[config.mk]
export PLATFORM = sky130hd
export DESIGN_NAME = button_event_gen
export DESIGN_NICKNAME = d
export VERILOG_FILES = /design/src/rtl/button_event_pkg.sv /design/src/rtl/sat_counter.sv /design/src/rtl/button_event_gen.sv
export SDC_FILE = /design/constraint.sdc
export NUM_CORES = 1
export LEC_CHECK = 0
export BUFFER_PORTS_ARGS = -buffer_cell sky130_fd_sc_hd__buf_4
export CORE_MARGIN = 2
export CORE_UTILIZATION = 44
export DETAILED_ROUTE_END_ITERATION = 10
export PLACE_DENSITY_LB_ADDON = 0.15
export SLEW_MARGIN = 20
export SYNTH_ARGS = -nofsm -noshare
export SYNTH_HDL_FRONTEND = slang
export SYNTH_SLANG_ARGS = --single-unit
export TNS_END_PERCENT = 30
[constraint.sdc]
create_clock -name clk -period 3.2 [get_ports clk]
set_clock_uncertainty 0.05 [all_clocks]
set_input_delay 0.48 -clock clk [delete_from_list [all_inputs] [get_ports clk]]
set_output_delay 0.48 -clock clk [all_outputs]
set_load 0.01 [all_outputs]
[src/rtl/button_event_pkg.sv]
// Shared state encoding and default parameter values for the button event generator.
package button_event_pkg;

  localparam int unsigned StateW = 2;
  typedef logic [StateW-1:0] state_t;

  localparam state_t StIdle    = 2'd0;
  localparam state_t StPressed = 2'd1;
  localparam state_t StLong    = 2'd2;

  localparam int unsigned DefLongCycles   = 50000000;
  localparam int unsigned DefRepeatCycles = 10000000;
  localparam int unsigned DefWTimer       = 26;
  localparam int unsigned DefWDur         = 16;

endpackage

[src/rtl/sat_counter.sv]
// Up-counter with synchronous clear and enable that sticks at Max instead of wrapping.
module sat_counter #(
  parameter int unsigned      Width = 8,
  parameter logic [Width-1:0] Max   = '1
) (
  input  logic             clk_i,
  input  logic             rst_i,
  input  logic             clr_i,
  input  logic             en_i,
  output logic [Width-1:0] count_o
);

  logic [Width-1:0] count_q, count_d;

  always_comb begin
    count_d = count_q;
    if (clr_i) begin
      count_d = '0;
    end else if (en_i && (count_q != Max)) begin
      count_d = count_q + 1'b1;
    end
  end

  always_ff @(posedge clk_i or posedge rst_i) begin
    if (rst_i) begin
      count_q <= '0;
    end else begin
      count_q <= count_d;
    end
  end

  assign count_o = count_q;

endmodule

[src/rtl/button_event_gen.sv]
// Turns a debounced button level into press/release/long/repeat pulses plus press duration.
// Auto-repeat is built only when AUTO_REPEAT_EN is defined; otherwise repeat_o is tied 0.
module button_event_gen
  import button_event_pkg::*;
#(
  parameter int unsigned LONG_CYCLES   = DefLongCycles,
  parameter int unsigned REPEAT_CYCLES = DefRepeatCycles,
  parameter int unsigned W_TIMER       = DefWTimer,
  parameter int unsigned W_DUR         = DefWDur
) (
  input  logic             clk,
  input  logic             rst,
  input  logic             button_debounced_i,
  output logic             press_o,
  output logic             release_o,
  output logic             long_o,
  output logic             held_long_o,
  output logic             repeat_o,
  output logic [W_DUR-1:0] duration_o
);

  if (LONG_CYCLES < 2) begin : g_bad_long
    $error("LONG_CYCLES must be at least 2");
  end
  if (REPEAT_CYCLES < 1) begin : g_bad_repeat
    $error("REPEAT_CYCLES must be at least 1");
  end

  state_t           state_q, state_d;
  logic             press_q, press_d;
  logic             release_q, release_d;
  logic             long_q, long_d;
  logic             held_q, held_d;
  logic [W_DUR-1:0] dur_q, dur_d;

  logic [W_DUR-1:0]   hold_cnt;
  logic [W_TIMER-1:0] long_tmr;
  logic               long_hit;

  // Both counters count consecutive high samples; a low sample clears them, so the
  // press edge itself loads 1.
  sat_counter #(
    .Width (W_DUR),
    .Max   ('1)
  ) u_hold_cnt (
    .clk_i   (clk),
    .rst_i   (rst),
    .clr_i   (~button_debounced_i),
    .en_i    (button_debounced_i),
    .count_o (hold_cnt)
  );

  sat_counter #(
    .Width (W_TIMER),
    .Max   (W_TIMER'(LONG_CYCLES))
  ) u_long_tmr (
    .clk_i   (clk),
    .rst_i   (rst),
    .clr_i   (~button_debounced_i),
    .en_i    (button_debounced_i),
    .count_o (long_tmr)
  );

  // The counter will reach LONG_CYCLES on this edge if the input is still high.
  assign long_hit = (long_tmr == W_TIMER'(LONG_CYCLES - 1));

  always_comb begin
    state_d   = state_q;
    press_d   = 1'b0;
    release_d = 1'b0;
    long_d    = 1'b0;
    held_d    = held_q;
    dur_d     = dur_q;
    unique case (state_q)
      StIdle: begin
        if (button_debounced_i) begin
          press_d = 1'b1;
          state_d = StPressed;
        end
      end
      StPressed, StLong: begin
        if (!button_debounced_i) begin
          release_d = 1'b1;
          dur_d     = hold_cnt;
          held_d    = 1'b0;
          state_d   = StIdle;
        end else if ((state_q == StPressed) && long_hit) begin
          long_d  = 1'b1;
          held_d  = 1'b1;
          state_d = StLong;
        end
      end
      default: state_d = StIdle;
    endcase
  end

  always_ff @(posedge clk or posedge rst) begin
    if (rst) begin
      state_q   <= StIdle;
      press_q   <= 1'b0;
      release_q <= 1'b0;
      long_q    <= 1'b0;
      held_q    <= 1'b0;
      dur_q     <= '0;
    end else begin
      state_q   <= state_d;
      press_q   <= press_d;
      release_q <= release_d;
      long_q    <= long_d;
      held_q    <= held_d;
      dur_q     <= dur_d;
    end
  end

`ifdef AUTO_REPEAT_EN
  logic [W_TIMER-1:0] rep_tmr_q, rep_tmr_d;
  logic               repeat_q, repeat_d;

  // Held at 0 while PRESSED so it starts from 0 on entry to LONG.
  always_comb begin
    rep_tmr_d = rep_tmr_q;
    repeat_d  = 1'b0;
    if (state_q != StLong) begin
      rep_tmr_d = '0;
    end else if (button_debounced_i) begin
      if (rep_tmr_q == W_TIMER'(REPEAT_CYCLES - 1)) begin
        repeat_d  = 1'b1;
        rep_tmr_d = '0;
      end else begin
        rep_tmr_d = rep_tmr_q + 1'b1;
      end
    end
  end

  always_ff @(posedge clk or posedge rst) begin
    if (rst) begin
      rep_tmr_q <= '0;
      repeat_q  <= 1'b0;
    end else begin
      rep_tmr_q <= rep_tmr_d;
      repeat_q  <= repeat_d;
    end
  end

  assign repeat_o = repeat_q;
`else
  assign repeat_o = 1'b0;
`endif

  assign press_o     = press_q;
  assign release_o   = release_q;
  assign long_o      = long_q;
  assign held_long_o = held_q;
  assign duration_o  = dur_q;

endmodule

==> run summary <==
DRC = 0
post-cts repair resize count = 0
Tmin final = 2.020 ns
first-pass GRT wire length = 11,440 um
f_max = 495.0 MHz
Final period util = 63.13%
post-synthesis cell area = 0.003286 mm^2
TritonRoute pass-1 iters = 4
FFs w/ async S/R, synth = 100.0%
WL final = 6531 um
CP Data Arrival Time = 2.22 ns
initial core utilization = 45.30%
Setup violations, final = 0
worst path required time = 3.40 ns
Vias/cell = 5.582
largest family of logic cells by synthesized area = simple AND/OR/NAND/NOR gates
final hold vios = 0
Root Buffer = clkbuf_8
CTS Buffer Depth = 2
DP Worst Slack = 1.207 ns
Setup crit end kind = register
critical path type = register to register
# Post-CTS Setup Buffers = 0
fin cells = 447
# nets final = 351
Worst-Skew Late Latency = 0.34 ns
max-slew violations = 0
maxcap violations = 0
most frequent cells in the layout = dfrtp_1 (64), nand2_1 (28), buf_4 (24)
CTS tree = yes
top cells by area, synth = dfrtp_1 (49%), mux2_2 (5.5%), nand2_1 (3.2%)
total placed instance area = 0.003515 mm^2
XOR/XNOR Fraction of Synth Area = 2.666%
relative slew slack = 32.85%
1st-iter DRT viols = 96
Post-synth EDFFs = 0
Sink Count = 64
Cells after Synth = 322
Max VDD drop = 0.2039 mV
Synth top area share = 48.74%
Non-Filler Cell Area, Final = 0.003720 mm^2
reg2reg setup slack = 1.18 ns
RePlAce Congestion = 0.8337
Yosys top cell by area = dfrtp_1
CP Max Fanout = 13
average size of a mapped cell = 10.20 um^2
n_diodes = 0
total track usage = 17.35%
core area = 0.007253 mm^2
post-synthesis adder-cell area fraction = 1.904%
Worst-Margin Slew = 1.006 ns
post-synthesis mux area share = 7.921%
die height = 90.42 um
Die Area = 0.008175 mm^2
vias in the first global route = 2,373
CTS Buf Count = 9
PnR worst setup slack = 1.180 ns
row count = 31
hpwl dp = 4328 um
largest net degree at the start of global routing = 47
area grow syn2layout = 13.21%
most common cell after layout, fill and taps aside = dfrtp_1
Synthesized Nets = 330
Hold-fix buffers, CTS = 0
Die Width = 90.42 um
Cell Pwr Density = 481.1 mW/mm^2
total power = 1.790 mW
CTS H-tree lvls = 3
Synth Register Bits = 64
dpl cells = 431
grt ovf = 0
Synth Area in Compound Gates = 10.47%
Port-buffer cells = 22
Ports = 24
Lkg Pwr = 1.641 nW
number of synthesis warnings = 0
Worst-path clk slew = 0.07 ns
initial antenna violation count = 0
RSZ-0062 raised after global routing = no
Final ANT Viol Nets = 0
startpoint types = register
Min-Delay Path Class = primary input to asynchronous set/reset pin
drt wl/cell = 14.61 um
Sum Neg Setup Slack = 0 ns
register area share after synthesis = 48.74%
vias = 2,495
Main synth FF type = dfrtp_1
Synth cell types = 48
outcome = finished clean
Post-Synth Simple-Gate Area = 24.41%
layout cells sized above 1 = 18.10%
==> through the flow <==
stage	hold slack, ns	utilization [%]
floorplan	0.3987	-
global placement	0.4244	48.46
detailed placement	0.4357	48.46
CTS	0.08507	51.29
global route	0.1103	51.29
finish	0.07868	51.29
==> worst max-delay path: stages (launching register included) <==
cell,delay [ns]
dfrtp_1,0.47
and4_1,0.49
nand4_4,0.26
or4_1,0.52
a21oi_1,0.14
==> final cells by class <==
type / count / area (um^2)
inverters: 13 / 48.80
fillers: 698 / 3533
flip-flops and latches: 64 / 1602
well taps: 99 / 123.9
multi-input cells: 231 / 1560
clock inverters: 6 / 67.56
clock buffers: 10 / 137.6
repair buffers: 24 / 180.2
==> cells in the mapped netlist (all sizes together), types with 8 or more instances <==
cell type  count
dfrtp         64
nand2         29
a21oi         19
mux2          16
nand4         15
o21ai         15
inv           13
nand3         13
nor2          13
or3           12
and4           9
buf            9
xor2           9
mux2i          8
nand2b         8
nor3           8
==> kinds of logic after synthesis <==
family / count (synthesis)
AO/OA/AOI/OAI: 56
XOR/XNOR: 10
adder cells (fa/ha/maj): 5
buffers and inverters: 27
flip-flops: 64
multiplexers: 24
other: 1
AND/OR/NAND/NOR: 135
==> state kept, by name, indices dropped and copies added (netlist names) <==
register and flops:
long_o 1, press_o 1, held_long_o 1, release_o 1, u_hold_cnt.count_o 16, state_q 2
duration_o 16, u_long_tmr.count_o 26
==> layer usage <==
metal	part of all wire, %	GRT usage (%)	up-vias	wire length (um)
met2	44	25.88	37	2900
met3	2.8	2.588	7	181
met5	0	0	-	0
met1	51	24.57	1223	3357
li1	-	-	1228	-
met4	1.4	8.974	0	93
==> power breakdown <==
| part | switching (mW) | total, mW | internal, mW |
|---|---|---|---|
| Sequential | 0.0225 | 0.866 | 0.843 |
| Combinational | 0.117 | 0.214 | 0.0975 |
| Clock | 0.326 | 0.709 | 0.383 |
==> worst paths after layout <==
check / to / cells past startpoint / start
worst min-delay path: u_long_tmr.count_o[4] / 2 / rst
worst max register to register: u_long_tmr.count_o[24] / 4 / u_long_tmr.count_o[2]
worst min register to register: state_q[1] / 2 / state_q[1]
min in group clk: state_q[1] / 2 / state_q[1]
max in group asynchronous: u_long_tmr.count_o[10] / 3 / rst
worst max-delay path: u_long_tmr.count_o[24] / 4 / u_long_tmr.count_o[2]
Power figures use the tool's default switching activity.
